**config.mk**
```make
export PLATFORM = sky130hd
export DESIGN_NAME = vram_arb_flat
export DESIGN_NICKNAME = d
export VERILOG_FILES = /design/src/rtl/vram_arb_if.sv /design/src/rtl/vram_arb.sv /design/src/flat_wrapper.sv
export SDC_FILE = /design/constraint.sdc
export NUM_CORES = 1
export LEC_CHECK = 0
export ABC_AREA = 1
export ABC_CLOCK_PERIOD_IN_PS = 2420
export CAP_MARGIN = 15
export CORE_ASPECT_RATIO = 1.75
export CORE_MARGIN = 3
export CORE_UTILIZATION = 45
export DETAILED_ROUTE_END_ITERATION = 10
export GPL_TIMING_DRIVEN = 0
export PLACE_DENSITY = 0.86
export SYNTH_ARGS = -nofsm -noshare
export SYNTH_HDL_FRONTEND = slang
export SYNTH_SLANG_ARGS = --single-unit
```
**constraint.sdc**
```tcl
create_clock -name clk -period 2.42 [get_ports clk]
set_input_delay 0.605 -clock clk [delete_from_list [all_inputs] [get_ports clk]]
set_output_delay 0.605 -clock clk [all_outputs]
set_load 0.005 [all_outputs]
```
**src/rtl/vram_arb_if.sv**
```systemverilog
// rtl/vram_arb_if.sv - display read port and host command port of the VRAM arbiter
interface vram_arb_if #(
  parameter int AW = 13,
  parameter int DW = 8
);
  logic          tft_rdreq;
  logic [AW-1:0] tft_raddr;
  logic          tft_rdack;
  logic [DW-1:0] tft_rdata;
  logic          host_req;
  logic          host_we;
  logic [AW-1:0] host_addr;
  logic [DW-1:0] host_wdata;
  logic          host_busy;
  logic          host_ack;
  logic [DW-1:0] host_rdata;

  modport master (
    output tft_rdreq, tft_raddr, host_req, host_we, host_addr, host_wdata,
    input  tft_rdack, tft_rdata, host_busy, host_ack, host_rdata
  );

  modport slave (
    input  tft_rdreq, tft_raddr, host_req, host_we, host_addr, host_wdata,
    output tft_rdack, tft_rdata, host_busy, host_ack, host_rdata
  );
endinterface

```
**src/rtl/vram_arb.sv**
```systemverilog
// rtl/vram_arb.sv - single-port frame RAM arbiter: display reads win, host commands fill idle cycles
module vram_arb #(
  parameter int            AW        = 13,
  parameter int            DW        = 8,
  parameter logic [AW-1:0] VRAM_SIZE = 13'h12C0
) (
  input  logic          clk,
  input  logic          rst_x,
  vram_arb_if.slave     bus,
  input  logic          cnt_clr,
  output logic [7:0]    conflict_cnt,
  output logic          ram_cs,
  output logic          ram_we,
  output logic [AW-1:0] ram_addr,
  output logic [DW-1:0] ram_wdata,
  input  logic [DW-1:0] ram_rdata
);
  localparam logic [1:0] IDLE  = 2'd0;
  localparam logic [1:0] PEND  = 2'd1;
  localparam logic [1:0] RDCAP = 2'd2;
  localparam logic [1:0] DONE  = 2'd3;

  logic [1:0]    state;
  logic          cmd_we;
  logic [AW-1:0] cmd_addr;
  logic [DW-1:0] cmd_wdata;
  logic          cmd_in_range;
  logic          access_cycle;
  logic          conflict;

  assign cmd_in_range = (cmd_addr < VRAM_SIZE);
  assign conflict     = (state == PEND) && bus.tft_rdreq;
  assign access_cycle = (state == PEND) && !bus.tft_rdreq;

  assign bus.tft_rdack = bus.tft_rdreq;
  assign bus.tft_rdata = ram_rdata;
  assign bus.host_busy = (state != IDLE);
  assign bus.host_ack  = (state == DONE);

  // Display owns the port whenever it asks; the host only gets the cycle otherwise.
  always_comb begin
    ram_cs    = 1'b0;
    ram_we    = 1'b0;
    ram_addr  = '0;
    ram_wdata = '0;
    if (bus.tft_rdreq) begin
      ram_cs   = 1'b1;
      ram_addr = bus.tft_raddr;
    end else if (access_cycle && cmd_in_range) begin
      ram_cs    = 1'b1;
      ram_we    = cmd_we;
      ram_addr  = cmd_addr;
      ram_wdata = cmd_wdata;
    end
  end

  always_ff @(posedge clk or negedge rst_x) begin
    if (!rst_x) begin
      state          <= IDLE;
      cmd_we         <= 1'b0;
      cmd_addr       <= '0;
      cmd_wdata      <= '0;
      bus.host_rdata <= '0;
    end else begin
      case (state)
        IDLE: begin
          if (bus.host_req) begin
            cmd_we    <= bus.host_we;
            cmd_addr  <= bus.host_addr;
            cmd_wdata <= bus.host_wdata;
            state     <= PEND;
          end
        end
        PEND: begin
          if (access_cycle) state <= cmd_we ? DONE : RDCAP;
        end
        RDCAP: begin
          // Out-of-range reads never selected the RAM, so ram_rdata is stale here.
          bus.host_rdata <= cmd_in_range ? ram_rdata : '0;
          state          <= DONE;
        end
        default: state <= IDLE;
      endcase
    end
  end

  always_ff @(posedge clk or negedge rst_x) begin
    if (!rst_x) begin
      conflict_cnt <= 8'h00;
    end else if (cnt_clr) begin
      conflict_cnt <= 8'h00;
    end else if (conflict && (conflict_cnt != 8'hFF)) begin
      conflict_cnt <= conflict_cnt + 8'h01;
    end
  end
endmodule

```
**src/flat_wrapper.sv**
```systemverilog
// flat-port wrapper written by rule: the top's interface ports become plain ports
module vram_arb_flat 
#(
  parameter int            AW        = 13,
  parameter int            DW        = 8,
  parameter logic [AW-1:0] VRAM_SIZE = 13'h12C0
)
  (clk, rst_x, cnt_clr, conflict_cnt, ram_cs, ram_we, ram_addr, ram_wdata, ram_rdata, bus_tft_rdreq, bus_tft_raddr, bus_host_req, bus_host_we, bus_host_addr, bus_host_wdata, bus_tft_rdack, bus_tft_rdata, bus_host_busy, bus_host_ack, bus_host_rdata);
  vram_arb_if #(.AW(AW), .DW(DW)) bus_i ();
  input  logic clk;
  input  logic rst_x;
  input  logic cnt_clr;
  output logic [7:0] conflict_cnt;
  output logic ram_cs;
  output logic ram_we;
  output logic [AW-1:0] ram_addr;
  output logic [DW-1:0] ram_wdata;
  input  logic [DW-1:0] ram_rdata;
  input wire logic [$bits(bus_i.tft_rdreq)-1:0] bus_tft_rdreq;
  input wire logic [$bits(bus_i.tft_raddr)-1:0] bus_tft_raddr;
  input wire logic [$bits(bus_i.host_req)-1:0] bus_host_req;
  input wire logic [$bits(bus_i.host_we)-1:0] bus_host_we;
  input wire logic [$bits(bus_i.host_addr)-1:0] bus_host_addr;
  input wire logic [$bits(bus_i.host_wdata)-1:0] bus_host_wdata;
  output wire logic [$bits(bus_i.tft_rdack)-1:0] bus_tft_rdack;
  output wire logic [$bits(bus_i.tft_rdata)-1:0] bus_tft_rdata;
  output wire logic [$bits(bus_i.host_busy)-1:0] bus_host_busy;
  output wire logic [$bits(bus_i.host_ack)-1:0] bus_host_ack;
  output wire logic [$bits(bus_i.host_rdata)-1:0] bus_host_rdata;
  assign bus_i.tft_rdreq = bus_tft_rdreq;
  assign bus_i.tft_raddr = bus_tft_raddr;
  assign bus_i.host_req = bus_host_req;
  assign bus_i.host_we = bus_host_we;
  assign bus_i.host_addr = bus_host_addr;
  assign bus_i.host_wdata = bus_host_wdata;
  assign bus_tft_rdack = bus_i.tft_rdack;
  assign bus_tft_rdata = bus_i.tft_rdata;
  assign bus_host_busy = bus_i.host_busy;
  assign bus_host_ack = bus_i.host_ack;
  assign bus_host_rdata = bus_i.host_rdata;
  vram_arb #(.AW(AW), .DW(DW), .VRAM_SIZE(VRAM_SIZE)) u_core (.clk(clk), .rst_x(rst_x), .bus(bus_i), .cnt_clr(cnt_clr), .conflict_cnt(conflict_cnt), .ram_cs(ram_cs), .ram_we(ram_we), .ram_addr(ram_addr), .ram_wdata(ram_wdata), .ram_rdata(ram_rdata));
endmodule
```
== Word-level counts from Yosys, hierarchy flattened ==
Cells that the tools add are included.

* Magnitude comparators: 1
* Div/mod/pow operators: 0
* Bitwise operators: 0
* Multipliers: 0
* Reduce and logical (&&, ||, !) cells: 10
* Multiplexer cells: 15
* Equal/unequal tests: 6
* Shift-type cells: 0
* Add/sub/neg operators: 1

{| class="wikitable"
|+ Operators with widths
! operator !! count
|-
| $mux W8 || 5
|-
| $mux W13 || 2
|-
| $lt A13 B13 Y1 const B || 1
|-
| $add A8 B1 Y8 const B || 1
|-
| $ne A8 B8 Y1 const B || 1
|-
| $pmux W2 S3 || 1
|-
| $mux W1 || 5
|-
| $eq A2 B2 Y1 const B || 2
|-
| $logic_and A1 B1 Y1 || 4
|-
| $mux W2 || 2
|-
| $reduce_and A2 Y1 || 2
|-
| $reduce_bool A2 Y1 || 2
|-
| $eq A2 B1 Y1 const B || 1
|-
| $logic_not A2 Y1 || 1
|-
| $ne A2 B1 Y1 const B || 1
|-
| $ne A2 B2 Y1 const B || 1
|-
| $logic_not A1 Y1 || 1
|}

* Memory bits (writable): 0
* Memories: 0
* Word-level logic and storage cells: 39
* Output and inout bits: 50
* Latch bits: 0
* Register bits: 40
* Bits in read-only memories: 0

== Longest topological paths before layout ==
Gate-level depths: netlist of the first run.

* Depth after elaboration: 5
* Depth in mapped cells: 8
* Depth with buffers taken out: 8

== Least setup slack after synthesis of the first run ==
Ideal clock, no wire load.

* Path type: in2out
* Start: input bus_tft_rdreq
* End: output ram_wdata[0]
* Path buffers: 1
* Arrival time: 1.266 ns
* Cell stages on the path: 4
* Slack: 0.549 ns
* Path through: clkbuf_2 > nor2_2 > nand3_2 > nor2_1

* Longest elaborated chain between the ends: 5

{| class="wikitable"
|+ RTL lines
! element !! RTL line !! source
|-
| from (decl) || flat_wrapper.sv:19 || <nowiki>input wire logic [$bits(bus_i.tft_rdreq)-1:0] bus_tft_rdreq;</nowiki>
|-
| $logic_not A1 Y1 || vram_arb.sv:33 || <nowiki>assign access_cycle = (state == PEND) && !bus.tft_rdreq;</nowiki>
|-
| $logic_and A1 B1 Y1 || vram_arb.sv:33 ||
|-
| $logic_and A1 B1 Y1 || vram_arb.sv:49 || <nowiki>end else if (access_cycle && cmd_in_range) begin</nowiki>
|-
| $mux W8 || vram_arb.sv:49 ||
|-
| $mux W8 (*) || vram_arb.sv:46 || <nowiki>if (bus.tft_rdreq) begin</nowiki>
|-
| to (decl) || flat_wrapper.sv:17 || <nowiki>output logic [DW-1:0] ram_wdata;</nowiki>
|}

Mark *: on every way between the ends. The rest lies on a longest branch, timed or not.

== Worst setup path after layout of the first run ==
* Start: register u_core.state[1]
* End: output ram_addr[9]

* Longest elaborated chain between the ends: 5

{| class="wikitable"
|+ RTL lines
! element !! RTL line !! source
|-
| from (decl) || vram_arb.sv:23 || <nowiki>logic [1:0] state;</nowiki>
|-
| from (signal assigned) || vram_arb.sv:75 || <nowiki>if (access_cycle) state <= cmd_we ? DONE : RDCAP;</nowiki>
|-
| $eq A2 B1 Y1 || vram_arb.sv:33 ||
|-
| $logic_and A1 B1 Y1 || vram_arb.sv:33 ||
|-
| $logic_and A1 B1 Y1 || vram_arb.sv:49 ||
|-
| $mux W13 || vram_arb.sv:49 ||
|-
| $mux W13 || vram_arb.sv:46 ||
|-
| to (decl) || flat_wrapper.sv:16 || <nowiki>output logic [AW-1:0] ram_addr;</nowiki>
|}

No other way between the ends.

==> results of run 1 <==
[cell usage after synthesis, types with 2 or more instances]
cell	count
nand2_1	75
nand2_2	3
inv_1	23
inv_2	2
nor2_2	3
mux2_2	10
dfrtp_1	40
o21ai_0	12
nor2_1	33
buf_2	3
ha_1	6
buf_4	11
a21oi_1	14
buf_6	2
nand3_1	12
nand4_1	13
[layer usage]
metal | global-route usage | vias to the layer above | wire (um)
li1 | - | 1119 | -
met1 | 0.272 | 1112 | 2460
met2 | 0.449 | 68 | 3920
met3 | 0.0485 | 16 | 289
met4 | 0.0908 | 0 | 189
met5 | 0 | - | 0
[registers in the layout, summed over array words and instances, names as in the netlist]
| signal | flops |
|---|---|
| u_core.cmd_addr | 13 |
| u_core.bus.host_rdata | 8 |
| u_core.conflict_cnt | 8 |
| u_core.cmd_wdata | 8 |
| u_core.cmd_we | 1 |
| u_core.state | 2 |
[cells by family (layout without fill, tap and decap cells)]
family / count (synthesis) / count (layout)
mux: 10 / 10
fa+ha+maj: 6 / 6
buf+inv: 45 / 167
flops: 40 / 40
compound gates: 30 / 30
simple gates: 143 / 144
[worst max-delay path, cell delays in order, from the launching register on]
cell	delay [ns]
dfrtp_1	0.41
inv_2	0.09
ha_4	0.14
inv_2	0.04
nor2_4	0.15
buf_6	0.14
buf_6	0.09
buf_6	0.10
buf_6	0.09
nand4_1	0.09
nand2_1	0.07
buf_2	0.11
[final timing paths]
path | end | cells past startpoint
setup / recovery | ram_addr[9] | 11
hold / removal | u_core.cmd_addr[11] | 1
setup reg to reg | u_core.cmd_addr[6] | 6
hold reg to reg | u_core.bus.host_rdata[0] | 2
max in group asynchronous | u_core.state[0] | 1
min in group clk | u_core.bus.host_rdata[0] | 2
[cell usage in the layout (no fill, tap or decap), types with 2 or more instances in the layout]
master           instances
nand3_4                  2
dfrtp_2                  2
nand3_1                 12
nand4_1                 13
buf_2                    8
inv_1                   21
inv_2                    4
ha_1                     5
dlygate4sd2_1            9
nand2_1                 75
nor2_2                   5
nand2_2                  3
o21ai_0                 12
clkdlybuf4s50_1         72
a21oi_1                 14
mux2_2                  10
nor2_1                  28
clkinvlp_4               2
nor2_4                   3
clkbuf_8                 6
buf_6                   11
dfrtp_1                 38
buf_4                   19
clkbuf_2                10
[final cells by class]
class                           count  area share
Multi-Input combinational cell    190       0.300
Tap cell                           52      0.0185
Timing Repair Buffer              114       0.302
Sequential cell                    40       0.286
Buffer                             19      0.0378
Clock inverter                      2     0.00428
Clock buffer                        6      0.0235
Inverter                           26      0.0278
[metrics by stage]
step / std cells / hold WS [ns]
CTS: 446 / 0.465
floorplan: 274 / 0.309
global placement: 422 / 0.465
global route: 449 / 0.503
detailed placement: 422 / 0.478
finish: 449 / 0.439
[timing repair]
action	4_1_cts	5_1_grt
buffers inserted	14	3
resized for setup	48	33
cloned	2	0
endpoints found under the setup margin	23	15
hold endpoints to repair	0	0
pin swaps	12	12
[report_power, final]
group | internal, mW | leakage (nW) | total [mW] | switching (mW)
Combinational | 0.770 | 1.17 | 1.55 | 0.783
Sequential | 0.922 | 0.485 | 1.10 | 0.180
Clock | 0.231 | 0.0434 | 0.476 | 0.245
==> results.md, run 1 <==
- Die height: 98.8 um
- Core Region: 0.00471 mm^2
- # fillers: 359
- Total number of vias: 2315
- CTS root buffer: clkbuf_8
- IO Port Bufs: 96
- Nets@finish: 450
- Diode count: 0
- Worst Hold Class: in2async
- Num ports: 98
- Grt ovf: 0
- Pwr Density: 892 mW/mm^2
- Post-Syn Area: 0.00221 mm^2
- Max-cap violations: 0
- Register area: 0.00100 mm^2
- Flops & latches, synth: 40
- Die area: 0.00583 mm^2
- Drt initial violations: 92
- Ys Warns: 0
- Outcome: finished, final reports clean
- Worst vdd ir: 0.869 mV
- CP Class: reg2out
- Worst slew pin tran: 0.899 ns
- Post-Route WL: 6860 um
- CP max FO: 4
- Crit path time final: 2.40 ns
- Slew Limit Fails: 0
- Largest family of logic cells by synthesized area: simple AND/OR/NAND/NOR gates
- Syn-to-layout area delta: 58.7%
- Initial antenna violation count: 0
- Syn avg cell area: 8.07 um^2
- Layout Skew: 0.00721 ns
- R2R Path Start: u_core.state[1]
- Synthesized instance count: 274
- Bufs on Longest Clock Path: 2
- Initial Utilization: 0.470
- Die Wd: 59 um
- Library cells used by synthesis: 28
- Final Hold Vio Count: 0
- RSZ-0062 raised after global routing: yes
- 1st-pass router iterations: 4
- Leak pwr: 1.70 nW
- Slew margin rel.: 0.401
- Crit share post-route: 0.992
- Mux cell area share after synthesis: 0.0509
- Placed instance area: 0.00323 mm^2
- Number of global-route vias before repair: 2443
- CTS clk-pin slew, worst paths: 0.08 ns
- Worst Setup Slack, final: 0.0183 ns
- Area of the multi-input gates: 0.00105 mm^2
- Final Cell Area: 0.00351 mm^2
- CP Launch Type: flop
- Critical Path RT: 1.81 ns
- TritonCTS Buffers: 5
- Residual DRC count: 0
- Post-synthesis adder-cell area fraction: 0.0339
- GPL Wtd Cong: 0.883
- Ys flop type: dfrtp_1
- Setup TNS Final: 0 ns
- Global-route wire length before repair: 11200 um
- Share of cells above drive strength 1: 0.229
- Clk sinks: 40
- CP Launch Point: u_core.state[1]
- R2r setup slk: 0.69 ns
- Cts hold-fix bufs: 0
- WL/cell: 15.3 um
- Share of the synthesized area in the top cell type: 0.452
- Total power: 3.13 mW
- Arrival @ worst endpoint: 1.80 ns
- Post-synthesis compound-gate area fraction: 0.0730
- CP Capture Type: output pin
- Synth async-reset ratio: 1.00
- Clock tree from TritonCTS: done
- Core Rows: 33
- Largest net degree at the start of global routing: 41
- Final Util: 0.746
- Simple-gate share of the synthesized area: 0.286
- Sequential area share after synthesis: 0.452
- Via/cell ratio: 5.16
- Synth top area cells: dfrtp_1, nand2_1, nor2_1
- Post-synth top area cell: dfrtp_1
- Number of synthesized flops with an enable pin: 0
- HPWL after detailed placement: 4780 um
- Pre-CTS WS: -0.207 ns
- GRT Total Usage: 0.247
- Post-synthesis xor/xnor area fraction: 0
- Final setup viols: 0
- F_max: 416 MHz
- Final antenna-violating net count: 0
- Clk Latency, worst-skew pair: 0.29 ns
- Post-Syn Nets: 328
- Max H-tree Level: 2
Note: power is estimated with default switching activity, not from simulation.
==> run 2, diff against run 1 <==
Settings changed: CELL_PAD_IN_SITES_DETAIL_PLACEMENT from default to 1, CELL_PAD_IN_SITES_GLOBAL_PLACEMENT from default to 2, CORE_UTILIZATION 45 to 24, PLACE_DENSITY 0.86 to 0.85.
==> run 2 against run 1 <==
Sequential power barely moved; sequential share of layout area shrank 1.1 points; non-clock buffer count is 1 lower; register-to-register slack better by 0.02 ns; core utilization down 33 points; final area grew 4.1%; cell count up 14%; total power increased by 4.1%; critical path type unchanged; critical endpoint is now ram_addr[3]; largest power group unchanged.
==> results.md, run 2 (synthesis results as in run 1) <==
- Die area: 0.0105 mm^2 (+79%)
- Final Util: 0.413 (-0.332)
- GPL Wtd Cong: 0.726 (-18%)
- F_max: 428 MHz (+2.8%)
- Core Region: 0.00884 mm^2 (+88%)
- CP Launch Type: flop
- Worst Hold Class: in2async
- Setup TNS Final: 0 ns (unchanged)
- 1st-pass router iterations: 4 (unchanged)
- Int Power: 2.07 mW (+7.4%)
- Met3 Use GR: 0.0327 (-0.0158)
- Bufs on Longest Clock Path: 2 (unchanged)
- HPWL after detailed placement: 5610 um (+17%)
- Grt ovf: 0 (unchanged)
- CP max FO: 6 (+2)
- Post-Route WL: 7530 um (+9.8%)
- DP Cell Count: 488 (+16%)
- Worst slew pin tran: 0.530 ns (-0.369 ns)
- CTS clk-pin slew, worst paths: 0.06 ns (-0.02 ns)
- Final antenna-violating net count: 0 (unchanged)
- Crit path time final: 2.34 ns (-0.0661 ns)
- Drt initial violations: 50 (-46%)
- Sw Ratio: 0.366 (-0.0193)
- Most frequent cells in the layout: nand2_1, clkdlybuf4s50_1, dfrtp_1
- Num ports: 98 (unchanged)
- Die Wd: 78.6 um (+33%)
- Global Route met2 Usage: 0.289 (-0.160)
- Final Hold Vio Count: 0 (unchanged)
- Outcome: finished, final reports clean
- Largest net degree at the start of global routing: 25 (-39%)
- Crit share post-route: 0.965 (-0.0273)
- Total power: 3.26 mW (+4.1%)
- Global routing met1 resource utilization: 0.150 (-0.122)
- Critical Path RT: 1.81 ns (about the same)
- Initial antenna violation count: 0 (unchanged)
- Max-cap violations: 0 (unchanged)
- Final non-filler cell total: 513 (+14%)
- Share of cells above drive strength 1: 0.205 (-0.0247)
- Number of global-route vias before repair: 2498 (+2.3%)
- Worst vdd ir: 0.467 mV (-46%)
- Pwr Density: 892 mW/mm^2 (about the same)
- Total number of vias: 2267 (-2.1%)
- Final setup viols: 0 (unchanged)
- Busiest grt layer: met2
- Cts hold-fix bufs: 0 (unchanged)
- Clock tree from TritonCTS: done
- Global-route wire length before repair: 12200 um (+8.8%)
- Sequential share of power: 0.338 (-0.014)
- TritonCTS Buffers: 5 (unchanged)
- CP Class: reg2out
- Syn-to-layout area delta: 65.2%
- Die height: 133 um (+35%)
- Slew margin rel.: 0.647 (+0.246)
- Clk pwr share: 0.207 (+0.055)
- Clk sinks: 40 (unchanged)
- Residual DRC count: 0 (unchanged)
- WL/cell: 14.7 um (-3.9%)
- Combinational share of power: 0.456 (-0.040)
- Core Rows: 45 (+36%)
- Sw Pwr: 1.19 mW (-1.1%)
- Initial Utilization: 0.250 (-0.220)
- R2r setup slk: 0.71 ns (+0.02 ns)
- Commonest non-fill, non-tap cell in the layout: nand2_1
- Clk Latency, worst-skew pair: 0.29 ns (about the same)
- Arrival @ worst endpoint: 1.73 ns (-0.07 ns)
- Largest register by flop count: u_core.cmd_addr
- IO Port Bufs: 96 (unchanged)
- Number of flip-flops in the largest register: 13 (unchanged)
- Slew Limit Fails: 0 (unchanged)
- Max H-tree Level: 2 (unchanged)
- Nets@finish: 449 (-0.22%)
- CTS root buffer: clkbuf_16
- Leak pwr: 1.73 nW (+1.9%)
- GRT Total Usage: 0.149 (-0.0981)
- Via/cell ratio: 4.42 (-14%)
- Layout Skew: 0.00356 ns (-0.00365 ns)
- Diode count: 0 (unchanged)
- CP Capture Type: output pin
[run 2: worst max-delay path: stages (launching register included)]
cell	delay [ns]
dfrtp_1	0.40
inv_2	0.10
ha_4	0.13
inv_1	0.06
nor2_4	0.10
buf_12	0.13
buf_6	0.11
nand4_1	0.11
nand2_1	0.10
clkdlybuf4s15_1	0.20
[run 2: layer usage]
| metal | part of all wire | vias up |
|---|---|---|
| met2 | 0.58 | 52 |
| met5 | 0 | - |
| met1 | 0.35 | 1090 |
| li1 | - | 1118 |
| met4 | 0.018 | 0 |
| met3 | 0.044 | 7 |
[run 2: path summary, 6_finish.rpt]
| kind | startpoint | endpoint | cells past startpoint |
|---|---|---|---|
| setup / recovery | u_core.state[1] | ram_addr[3] | 9 |
| hold / removal | rst_x | u_core.bus.host_rdata[1] | 1 |
| setup reg to reg | u_core.state[1] | u_core.cmd_wdata[2] | 7 |
| hold reg to reg | u_core.bus.host_rdata[7] | u_core.bus.host_rdata[7] | 2 |
| max in group asynchronous | rst_x | u_core.cmd_addr[12] | 2 |
| min in group clk | u_core.bus.host_rdata[7] | u_core.bus.host_rdata[7] | 2 |
[run 2: cell type report]
cell class                      count  area [um^2]
Buffer                             19          133
Inverter                           26         97.6
Timing Repair Buffer              113         1080
Tap cell                          117          146
Clock buffer                        6          139
Clock inverter                      2         10.0
Fill cell                        1061         5180
Multi-Input combinational cell    190         1040
Sequential cell                    40         1000
[run 2: what timing repair did]
| item | CTS | global route |
|---|---|---|
| gates cloned | 2 | 0 |
| resized for setup | 56 | 7 |
| pin swaps | 9 | 8 |
| endpoints found under the setup margin | 23 | 23 |
| buffers inserted | 10 | 6 |
[run 2: power by group through the flow]
| stage | Sequential [mW] | Combinational, mW | Clock, mW |
|---|---|---|---|
| after floorplan | 1.06 | 0.739 | 0 |
| after CTS | 1.09 | 1.46 | 0.704 |
| final | 1.10 | 1.48 | 0.674 |
| after global routing | 1.13 | 1.65 | 0.727 |
| after global placement | 1.08 | 1.27 | 0 |
| after detailed placement | 1.09 | 1.32 | 0 |
[run 2: stage by stage]
step	setup slack, ns	hold slack, ns	cell area (um^2)
2_1_floorplan	0.549	0.309	2210
3_3_place_gp	-0.389	0.465	3320
3_5_place_dp	-0.205	0.481	3330
5_1_grt	-0.00964	0.288	3650
6_report	0.0844	0.249	3650
4_1_cts	0.000309	0.260	3610
==> run 3, diff against run 2 <==
Settings changed: MAX_ROUTING_LAYER from default to met4.
==> run 3 against run 2 <==
Core utilization rose by 0.099 points; count of clock-buffer cells in the layout did not move; first-iteration DRC count rose by 16%; sequential power barely moved; critical path depth did not move; clock power barely moved; total power rose by 0.14%; critical path type unchanged.
==> results.md, run 3 (synthesis results as in run 1) <==
- Outcome: finished, final reports clean
- Core Region: 0.00884 mm^2 (unchanged)
- Slew Limit Fails: 0 (unchanged)
- Final antenna-violating net count: 0 (unchanged)
- Final Hold Vio Count: 0 (unchanged)
- Die height: 133 um (unchanged)
- Syn-to-layout area delta: 65.6%
- Crit path time final: 2.33 ns (-0.00753 ns)
- R2r setup slk: 0.70 ns (about the same)
- Post-Route WL: 7560 um (+0.29%)
- Slew margin rel.: 0.647 (about the same)
- GPL Wtd Cong: 0.735 (+1.2%)
- Grt ovf: 0 (unchanged)
- Initial Utilization: 0.250 (unchanged)
- F_max: 430 MHz (+0.32%)
- Max-cap violations: 0 (unchanged)
- IO Port Bufs: 96 (unchanged)
- Sw Ratio: 0.366 (about the same)
- CP bufs+invs: 5 (unchanged)
- Int Power: 2.07 mW (+0.20%)
- Worst vdd ir: 0.467 mV (about the same)
- Initial antenna violation count: 0 (unchanged)
- Nets@finish: 450 (+0.22%)
- Drt initial violations: 58 (+16%)
- Worst r2r path cells: 7 (unchanged)
- Via/cell ratio: 4.43 (+0.20%)
- Leak pwr: 1.74 nW (+0.12%)
- GRT Total Usage: 0.153 (+0.00456)
- Max H-tree Level: 2 (unchanged)
- Commonest non-fill, non-tap cell in the layout: nand2_1
- Setup TNS Final: 0 ns (unchanged)
- Die Wd: 78.6 um (unchanged)
- Final setup viols: 0 (unchanged)
- Number of global-route vias before repair: 2498 (unchanged)
- Largest register by flop count: u_core.cmd_addr
- Clk pwr share: 0.207 (about the same)
- Pre-CTS WS: -0.205 ns (unchanged)
- Final Util: 0.414 (+0.000990)
- Final Cell Area: 0.00366 mm^2 (+0.24%)
- Share of cells above drive strength 1: 0.207 (+0.00200)
- Global-route wire length before repair: 12200 um (about the same)
- Residual DRC count: 0 (unchanged)
- Worst Hold Class: in2async
- Core Rows: 45 (unchanged)
- CP Launch Type: flop
- CP top delay family: buffers and inverters
- Arrival @ worst endpoint: 1.72 ns (about the same)
- Slowest CP cell: dfrtp_1
- Combinational share of power: 0.456 (about the same)
- Crit share post-route: 0.962 (-0.00311)
- Diode count: 0 (unchanged)
- Layout Skew: 0.00446 ns (+0.000905 ns)
- CP Class: reg2out
- FF-to-FF End: u_core.cmd_addr[12]
- WL/cell: 14.7 um (about the same)
- CTS clk-pin slew, worst paths: 0.06 ns (about the same)
- Number of flip-flops in the largest register: 13 (unchanged)
- CTS root buffer: clkbuf_16
- Sw Pwr: 1.19 mW (about the same)
- Pwr Density: 891 mW/mm^2 (about the same)
- CP Capture Type: output pin
- Worst path cell trace: inv_2 > ha_4 > inv_1 > nor2_4 > buf_12 > buf_6 > nand4_1 > nand2_1 > clkdlybuf4s15_1
- Clk Latency, worst-skew pair: 0.29 ns (about the same)
- Worst Setup Slack, final: 0.0919 ns (+0.00753 ns)
- Most frequent cells in the layout: nand2_1, clkdlybuf4s50_1, dfrtp_1
- Critical Path RT: 1.81 ns (about the same)
- Clk sinks: 40 (unchanged)
- Worst slew pin tran: 0.529 ns (-0.000477 ns)
- Largest net degree at the start of global routing: 25 (unchanged)
- Die area: 0.0105 mm^2 (unchanged)
- CP max FO: 6 (unchanged)
- Clock tree from TritonCTS: done
- Sequential share of power: 0.337 (about the same)
- TritonCTS Buffers: 5 (unchanged)
- 1st-pass router iterations: 4 (unchanged)
- Total power: 3.26 mW (+0.14%)
- Placed instance area: 0.00333 mm^2 (unchanged)
- HPWL after detailed placement: 5610 um (unchanged)
- Total number of vias: 2276 (+0.40%)
- Critical path's largest stage delay: 0.40 ns (about the same)
- R2R Path Start: u_core.state[1]
- Num ports: 98 (unchanged)
- Bufs on Longest Clock Path: 2 (unchanged)
[run 3: changes by cell type in the layout (fill, tap and decap cells not counted), sizes merged]
| cell | change |
|---|---|
| dlygate4sd2 | -1 |
| buf | +1 |
| clkdlybuf4s15 | +1 |
[run 3: worst max path at each step]
| stage | from | to | slack, ns | cells after the start |
|---|---|---|---|---|
| after global placement | rst_x | u_core.cmd_wdata[7] | -0.39 | 1 |
| final | u_core.state[1] | ram_addr[3] | 0.09 | 9 |
| after CTS | u_core.state[1] | ram_wdata[3] | 0.0003 | 10 |
| after floorplan | bus_tft_rdreq | ram_wdata[0] | 0.55 | 4 |
| after detailed placement | bus_tft_rdreq | ram_wdata[6] | -0.21 | 5 |
| after global routing | u_core.state[1] | ram_addr[11] | -0.01 | 9 |
[run 3: power by group through the flow]
stage               clock network [mW]  registers, mW  logic [mW]
floorplan                            0           1.06       0.739
global placement                     0           1.08        1.27
detailed placement                   0           1.09        1.32
CTS                              0.704           1.09        1.46
global route                     0.727           1.13        1.66
finish                           0.675           1.10        1.49
[run 3: timing repair]
action	4_1_cts	5_1_grt
buffers inserted	10	7
setup endpoints to repair	23	23
pin swaps	9	7
cloned	2	0
resized for setup	56	8
hold buffers	0	0
[run 3: cell type report]
cell class	instances	area, um^2
clock inverters	2	10.0
fillers	1065	5180
inverters	26	97.6
flip-flops and latches	40	1000
plain buffers	19	133
repair buffers	114	1090
well taps	117	146
clock buffers	6	139
multi-input cells	190	1040
[run 3: metrics by stage]
stage / std cells / hold WS [ns]
floorplan: 274 / 0.309
global placement: 487 / 0.465
detailed placement: 488 / 0.481
CTS: 508 / 0.260
global route: 514 / 0.287
finish: 514 / 0.249
[run 3: per-layer routing]
layer,up-vias,GRT usage,part of all wire
li1,1121,-,-
met1,1091,0.155,0.36
met2,55,0.287,0.58
met3,9,0.0286,0.039
met4,0,0.0545,0.020
met5,-,-,0
